[src/rtl/des_key_sched_ctrl_if.sv]
// DES key schedule sequencer bundle: key load request, key_shift
// loop signals and the subkey valid/ready stream.
interface des_key_sched_ctrl_if;
    logic [63:0] key_in;
    logic        key_load;
    logic        decrypt;
    logic        busy;
    logic [55:0] k56;
    logic [4:0]  rnd_sel;
    logic [55:0] k_shifted;
    logic [47:0] subkey;
    logic [4:0]  subkey_rnd;
    logic        subkey_valid;
    logic        subkey_ready;
    logic        key_done;

    modport master (
        output key_in, key_load, decrypt, k_shifted, subkey_ready,
        input  busy, k56, rnd_sel, subkey, subkey_rnd,
        input  subkey_valid, key_done
    );

    modport slave (
        input  key_in, key_load, decrypt, k_shifted, subkey_ready,
        output busy, k56, rnd_sel, subkey, subkey_rnd,
        output subkey_valid, key_done
    );
endinterface

[src/rtl/des_key_sched_ctrl.sv]
// DES key schedule sequencer: PC-1 on load, walks key_shift through
// 16 rounds, streams PC-2 subkeys over valid/ready.
module des_key_sched_ctrl (
    input  logic                  clk,
    input  logic                  rst,
    des_key_sched_ctrl_if.slave   bus
);
    typedef enum logic [1:0] {
        IDLE  = 2'd0,
        RUN   = 2'd1,
        DRAIN = 2'd2
    } state_t;

    localparam int PC1 [56] = '{
        57, 49, 41, 33, 25, 17,  9,
         1, 58, 50, 42, 34, 26, 18,
        10,  2, 59, 51, 43, 35, 27,
        19, 11,  3, 60, 52, 44, 36,
        63, 55, 47, 39, 31, 23, 15,
         7, 62, 54, 46, 38, 30, 22,
        14,  6, 61, 53, 45, 37, 29,
        21, 13,  5, 28, 20, 12,  4
    };

    localparam int PC2 [48] = '{
        14, 17, 11, 24,  1,  5,
         3, 28, 15,  6, 21, 10,
        23, 19, 12,  4, 26,  8,
        16,  7, 27, 20, 13,  2,
        41, 52, 31, 37, 47, 55,
        30, 40, 51, 45, 33, 48,
        44, 49, 39, 56, 34, 53,
        46, 42, 50, 36, 29, 32
    };

    // Table entries are 1-based with bit 1 at the MSB.
    function automatic logic [55:0] pc1(input logic [63:0] k);
        logic [55:0] o;
        o = '0;
        for (int i = 0; i < 56; i++) begin
            o[6'(55 - i)] = k[6'(64 - PC1[i])];
        end
        return o;
    endfunction

    function automatic logic [47:0] pc2(input logic [55:0] k);
        logic [47:0] o;
        o = '0;
        for (int i = 0; i < 48; i++) begin
            o[6'(47 - i)] = k[6'(56 - PC2[i])];
        end
        return o;
    endfunction

    state_t      state;
    state_t      state_d;
    logic        mode_q;
    logic [55:0] k56_q;
    logic [4:0]  rnd_q;
    logic [4:0]  rnd_nxt;
    logic [47:0] sk_q;
    logic [4:0]  skr_q;
    logic        vld_q;
    logic        done_q;
    logic        busy;
    logic        slot_free;
    logic        xfer;
    logic        last;

    assign slot_free = !vld_q || bus.subkey_ready;
    assign xfer      = vld_q && bus.subkey_ready;
    assign last      = mode_q ? (rnd_q == 5'd1) : (rnd_q == 5'd16);

    // Round stepping: ascending for encrypt, descending for decrypt.
    always_comb begin
        rnd_nxt = rnd_q;
        if (last) begin
            rnd_nxt = 5'd0;
        end else if (mode_q) begin
            rnd_nxt = rnd_q - 5'd1;
        end else begin
            rnd_nxt = rnd_q + 5'd1;
        end
    end

    // State register.
    always_ff @(posedge clk or posedge rst) begin
        if (rst) begin
            state <= IDLE;
        end else begin
            state <= state_d;
        end
    end

    // Next-state logic.
    always_comb begin
        state_d = state;
        unique case (state)
            IDLE:    if (bus.key_load)        state_d = RUN;
            RUN:     if (slot_free && last)   state_d = DRAIN;
            DRAIN:   if (xfer)                state_d = IDLE;
            default:                          state_d = IDLE;
        endcase
    end

    // Output decode of state.
    always_comb begin
        busy = (state != IDLE);
    end

    // Key, round counter and subkey output registers.
    always_ff @(posedge clk or posedge rst) begin
        if (rst) begin
            mode_q <= 1'b0;
            k56_q  <= '0;
            rnd_q  <= '0;
            sk_q   <= '0;
            skr_q  <= '0;
            vld_q  <= 1'b0;
            done_q <= 1'b0;
        end else begin
            done_q <= 1'b0;
            unique case (state)
                IDLE: begin
                    if (bus.key_load) begin
                        k56_q  <= pc1(bus.key_in);
                        mode_q <= bus.decrypt;
                        rnd_q  <= bus.decrypt ? 5'd16 : 5'd1;
                    end
                end
                RUN: begin
                    if (slot_free) begin
                        sk_q  <= pc2(bus.k_shifted);
                        skr_q <= rnd_q;
                        vld_q <= 1'b1;
                        rnd_q <= rnd_nxt;
                    end
                end
                DRAIN: begin
                    if (xfer) begin
                        vld_q  <= 1'b0;
                        done_q <= 1'b1;
                    end
                end
                default: begin
                    vld_q <= 1'b0;
                end
            endcase
        end
    end

    assign bus.busy         = busy;
    assign bus.k56          = k56_q;
    assign bus.rnd_sel      = rnd_q;
    assign bus.subkey       = sk_q;
    assign bus.subkey_rnd   = skr_q;
    assign bus.subkey_valid = vld_q;
    assign bus.key_done     = done_q;
endmodule

[src/flat_wrapper.sv]
// flat-port wrapper written by rule: the top's interface ports become plain ports
module des_key_sched_ctrl_flat 
  (clk, rst, bus_key_in, bus_key_load, bus_decrypt, bus_k_shifted, bus_subkey_ready, bus_busy, bus_k56, bus_rnd_sel, bus_subkey, bus_subkey_rnd, bus_subkey_valid, bus_key_done);
  des_key_sched_ctrl_if bus_i ();
  input  logic clk;
  input  logic rst;
  input wire logic [$bits(bus_i.key_in)-1:0] bus_key_in;
  input wire logic [$bits(bus_i.key_load)-1:0] bus_key_load;
  input wire logic [$bits(bus_i.decrypt)-1:0] bus_decrypt;
  input wire logic [$bits(bus_i.k_shifted)-1:0] bus_k_shifted;
  input wire logic [$bits(bus_i.subkey_ready)-1:0] bus_subkey_ready;
  output wire logic [$bits(bus_i.busy)-1:0] bus_busy;
  output wire logic [$bits(bus_i.k56)-1:0] bus_k56;
  output wire logic [$bits(bus_i.rnd_sel)-1:0] bus_rnd_sel;
  output wire logic [$bits(bus_i.subkey)-1:0] bus_subkey;
  output wire logic [$bits(bus_i.subkey_rnd)-1:0] bus_subkey_rnd;
  output wire logic [$bits(bus_i.subkey_valid)-1:0] bus_subkey_valid;
  output wire logic [$bits(bus_i.key_done)-1:0] bus_key_done;
  assign bus_i.key_in = bus_key_in;
  assign bus_i.key_load = bus_key_load;
  assign bus_i.decrypt = bus_decrypt;
  assign bus_i.k_shifted = bus_k_shifted;
  assign bus_i.subkey_ready = bus_subkey_ready;
  assign bus_busy = bus_i.busy;
  assign bus_k56 = bus_i.k56;
  assign bus_rnd_sel = bus_i.rnd_sel;
  assign bus_subkey = bus_i.subkey;
  assign bus_subkey_rnd = bus_i.subkey_rnd;
  assign bus_subkey_valid = bus_i.subkey_valid;
  assign bus_key_done = bus_i.key_done;
  des_key_sched_ctrl u_core (.clk(clk), .rst(rst), .bus(bus_i));
endmodule
[config.mk]
export PLATFORM = sky130hd
export DESIGN_NAME = des_key_sched_ctrl_flat
export DESIGN_NICKNAME = d
export VERILOG_FILES = /design/src/rtl/des_key_sched_ctrl_if.sv /design/src/rtl/des_key_sched_ctrl.sv /design/src/flat_wrapper.sv
export SDC_FILE = /design/constraint.sdc
export NUM_CORES = 1
export LEC_CHECK = 0
export CORE_AREA = 2 2 93 95
export DETAILED_ROUTE_END_ITERATION = 8
export DIE_AREA = 0 0 95 97
export DONT_BUFFER_PORTS = 1
export PLACE_DENSITY_LB_ADDON = 0.3
export SLEW_MARGIN = 20
export SYNTH_ARGS = -nofsm -noshare
export SYNTH_HDL_FRONTEND = slang
export SYNTH_SLANG_ARGS = --single-unit
[constraint.sdc]
create_clock -name clk -period 5 [get_ports clk]
set_input_delay 1 -clock clk [delete_from_list [all_inputs] [get_ports clk]]
set_output_delay 1 -clock clk [all_outputs]
set_load 0.02 [all_outputs]
==> results.txt <==
----------------------------------------------------
[Floorplan]
  Floorplan Core Area ... 8130 sq um
  Number of placed I/O pins ... ~240
  Placement row count ... 33
  Width of the die ... 95 um
  Vert. Die Dim ... 97 um
  Die ar. ... approximately 9200 sq um
  Starting density of the core ... 0.354

[Timing]
  Clock tree skew after final layout ... 0.00969 ns
  Worst-margin pin slew ... around 0.93 ns
  Final Critical Period ... 2.15 ns
  Final Max Slew Viols ... 0
  Setup TNS after final layout ... 0 ns
  Final hold violation count ... 0
  Post-route fraction of the period consumed by the critical path ... 0.430
  Fmax ... 465 MHz
  Setup violators final ... 0
  Unrepaired setup endpoints after global routing ... false
  Worst slew margin relative to its limit ... 0.380

[Worst setup path]
  Sort of element at the start of the critical path ... flop
  Data arrival time of the critical path ... 1.15 ns
  Path type of the worst setup path ... reg -> out
  R2r setup slk ... 3.01 ns
  Worst-path cell chain ... or2_4
  Critical-path maximum fanout ... 10
  Crit path max-delay cell type ... sky130_fd_sc_hd__dfrtp_1
  Data required, critical path ... 4.00 ns
  Kind of cell adding the most delay to the critical path ... flip-flops
  Worst setup EP type ... output pin
  Critical path buffers and inverters ... 0
  Delay contributed by the slowest stage of the critical path ... between 0.4 and 0.5 ns

[Pwr]
  Cell internal pwr ... 1.24 mW
  Power share of the clock group ... 0.217
  Leakage ... 1.35 nW
  Portion of total power attributed to sequential cells ... 0.532
  Net Switching ... around 0.9 mW
  Fraction of power consumed by combinational cells ... 0.250
  Switching power as a share of total power ... 0.420
  Worst ir drop on vdd ... 0.253 mV
  Power per Cell Area ... 727 nW/um^2

[Clocking]
  Largest buffer count on any clock path ... 2
  Post-CTS setup repair buffer count ... 0
  Clock buffer count from CTS ... 9
  Clock Sinks ... 57
  Insertion delay to the later sink of the worst-skew pair ... 0.33 ns
  CTS-repair resized insts ... 0
  Clock tree from TritonCTS ... built
  Number of levels in the clock H-tree ... 3
  Hold_buf cts ... 0
  CTS clock-pin slew for the worst setup and hold paths ... ~0.06 ns
  Root buf cell ... sky130_fd_sc_hd__clkbuf_8

[Detailed routing]
  Number of design rule violations left after detail routing ... 0
  Average detailed-routed wire length per instance ... 14.5 um
  Violation count after the first detailed-routing iteration ... between 40 and 50
  Wire length after detailed routing ... 4990 um
  Ratio of routed vias to standard cells ... 4.40
  TritonRoute pass-1 iters ... 3
  DR vias ... 1515
  DRT antenna net count ... 0

[Place]
  Count of input and output buffers ... 0
  Global placer's final weighted congestion ... 0.689
  Total half-perimeter wirelength after legalization and detailed placement ... 3490 um
  Cells after DPL ... 327

[GRT]
  Tot GR Track Use ... 0.113
  Via count of the first global-routing pass ... 1482
  Total gr overflow ... 0
  First-pass GRT wire length ... 7760 um
  Maximum number of pins on one net before global-route repair ... between 50 and 60
  Number of antenna violations at the first check in global routing ... 1

[Yosys]
  Per-instance average area after synthesis ... 12.6 sq um
  Yosys warns ... 0
  Distinct cell type count after synthesis ... 38
  Share of synthesized area occupied by flip-flops and latches ... 0.495
  Area of the mapped netlist ... 2880 sq um
  Synth Instances ... 229
  Flops & latches, synth ... 57

[Run]
  Number of max-capacitance violations reported ... 0

[Run status]
  Result of the run ... finished, final reports clean

[Final layout]
  Net total in the final layout ... 362
  Signed area change from the synthesized netlist to the final layout ... 1.87%
  Fin cells ... 344
  Filler cell count in the final layout ... 826
  Share of cells above drive strength 1 ... 0.256

[Worst hold path]
  Hold/Removal Path Class ... reg -> reg

----------------------------------------------------
[final cells by class]
type	instances	area, sq um	area share
flip-flops and latches	57	1430	0.486
multi-input cells	160	1140	0.389
well taps	105	131	0.0448
clock buffers	10	128	0.0435
clock inverters	6	82.6	0.0281
inverters	4	15.0	0.00512
repair buffers	1	7.51	0.00256
diodes	1	2.50	0.000853
[kinds of logic (layout without fill, tap and decap cells)]
logic type	count (synthesis)	after routing	share of synthesized area
DFF	57	57	0.495
xor gates and xnor gates	1	1	0.00304
buffers and inverters	73	21	0.188
AOI/OAI and AO/OA	17	17	0.0439
muxes	49	49	0.191
adders and majority gates	4	4	0.0174
other	1	63	0.00130
and+or+nand+nor	27	27	0.0599
[power groups by stage]
stage,sequential (mW),combinational (mW),clock (mW)
floorplan,1.07,0.562,0
global placement,1.14,0.533,0
detailed placement,1.15,0.547,0
CTS,1.14,0.546,0.483
global route,1.18,0.605,0.514
finish,1.14,0.534,0.464
[sequential cells by signal, summed over array words and instances (netlist names)]
register / count
u_core.bus.k56: 16
u_core.bus.rnd_sel: 5
u_core.bus.key_done: 1
u_core.bus.subkey: 26
u_core.bus.subkey_rnd: 5
u_core.mode_q: 1
u_core.bus.subkey_valid: 1
u_core.state: 2
[stage by stage]
stage / setup WS (ns) / power, mW / util / cell area, sq um / hold slack (ns)
finish: 2.85 / 2.13 / 0.361 / 2930 / 0.618
global route: 2.77 / 2.29 / 0.360 / 2930 / 0.665
CTS: 2.82 / 2.17 / 0.360 / 2930 / 0.630
detailed placement: 2.63 / 1.69 / 0.335 / 2720 / 0.617
global placement: 2.63 / 1.68 / 0.335 / 2720 / 0.616
floorplan: 2.60 / 1.63 / - / 3110 / 0.522
[cells in the mapped netlist, drive strengths merged]
library cell / count / area share
a211o: 1 / 0.0030
a21o: 2 / 0.0052
a21oi: 2 / 0.0035
a22oi: 1 / 0.0026
a311oi: 1 / 0.0030
a31oi: 1 / 0.0022
a32o: 1 / 0.0035
and4b: 1 / 0.0039
buf: 69 / 0.18
conb: 1 / 0.0013
dfrtp: 57 / 0.50
ha: 4 / 0.017
inv: 4 / 0.0052
mux2: 48 / 0.19
mux2i: 1 / 0.0035
nand2: 6 / 0.0078
nand2b: 1 / 0.0022
nand3: 3 / 0.0052
nand3b: 2 / 0.0052
nand4b: 2 / 0.0061
nor2: 8 / 0.019
nor2b: 2 / 0.0052
nor3b: 1 / 0.0026
o211ai: 1 / 0.0026
o21a: 1 / 0.0026
o21ai: 1 / 0.0017
o21bai: 1 / 0.0026
o311ai: 1 / 0.0030
o31ai: 2 / 0.0052
o32ai: 1 / 0.0030
or2: 1 / 0.0030
xnor2: 1 / 0.0030
[placed cells by master, fill, tap and decap left out, drive strengths merged, types with 2 or more instances in the layout]
master,netlist,routed
nand3,3,3
mux2,48,48
ha,4,4
clkbuf,0,10
inv,4,4
a21o,2,2
nand4b,2,2
o31ai,2,2
a21oi,2,2
bufinv,0,2
nand2,6,6
nand3b,2,2
conb,1,62
dfrtp,57,57
clkinv,0,3
nor2,8,8
nor2b,2,2
[metal layers]
layer	wire, um	track usage	up-vias	part of all wire
met5	0	0	-	0
met3	680	0.0724	7	0.14
met1	2040	0.136	731	0.41
li1	-	-	667	-
met4	55	0.0468	0	0.011
met2	2210	0.157	110	0.44
[worst paths after layout]
path,from,endpoint,depth (start not counted)
min in group asynchronous,rst,u_core.bus.subkey[19],2
worst max-delay path,u_core.state[0],bus_busy,1
worst min register to register,u_core.state[0],u_core.bus.key_done,1
max in group asynchronous,rst,u_core.bus.subkey[2],2
worst max register to register,u_core.state[1],u_core.bus.subkey[23],3
worst min-delay path,u_core.state[0],u_core.bus.key_done,1
Note: power is estimated with default switching activity, not from simulation.
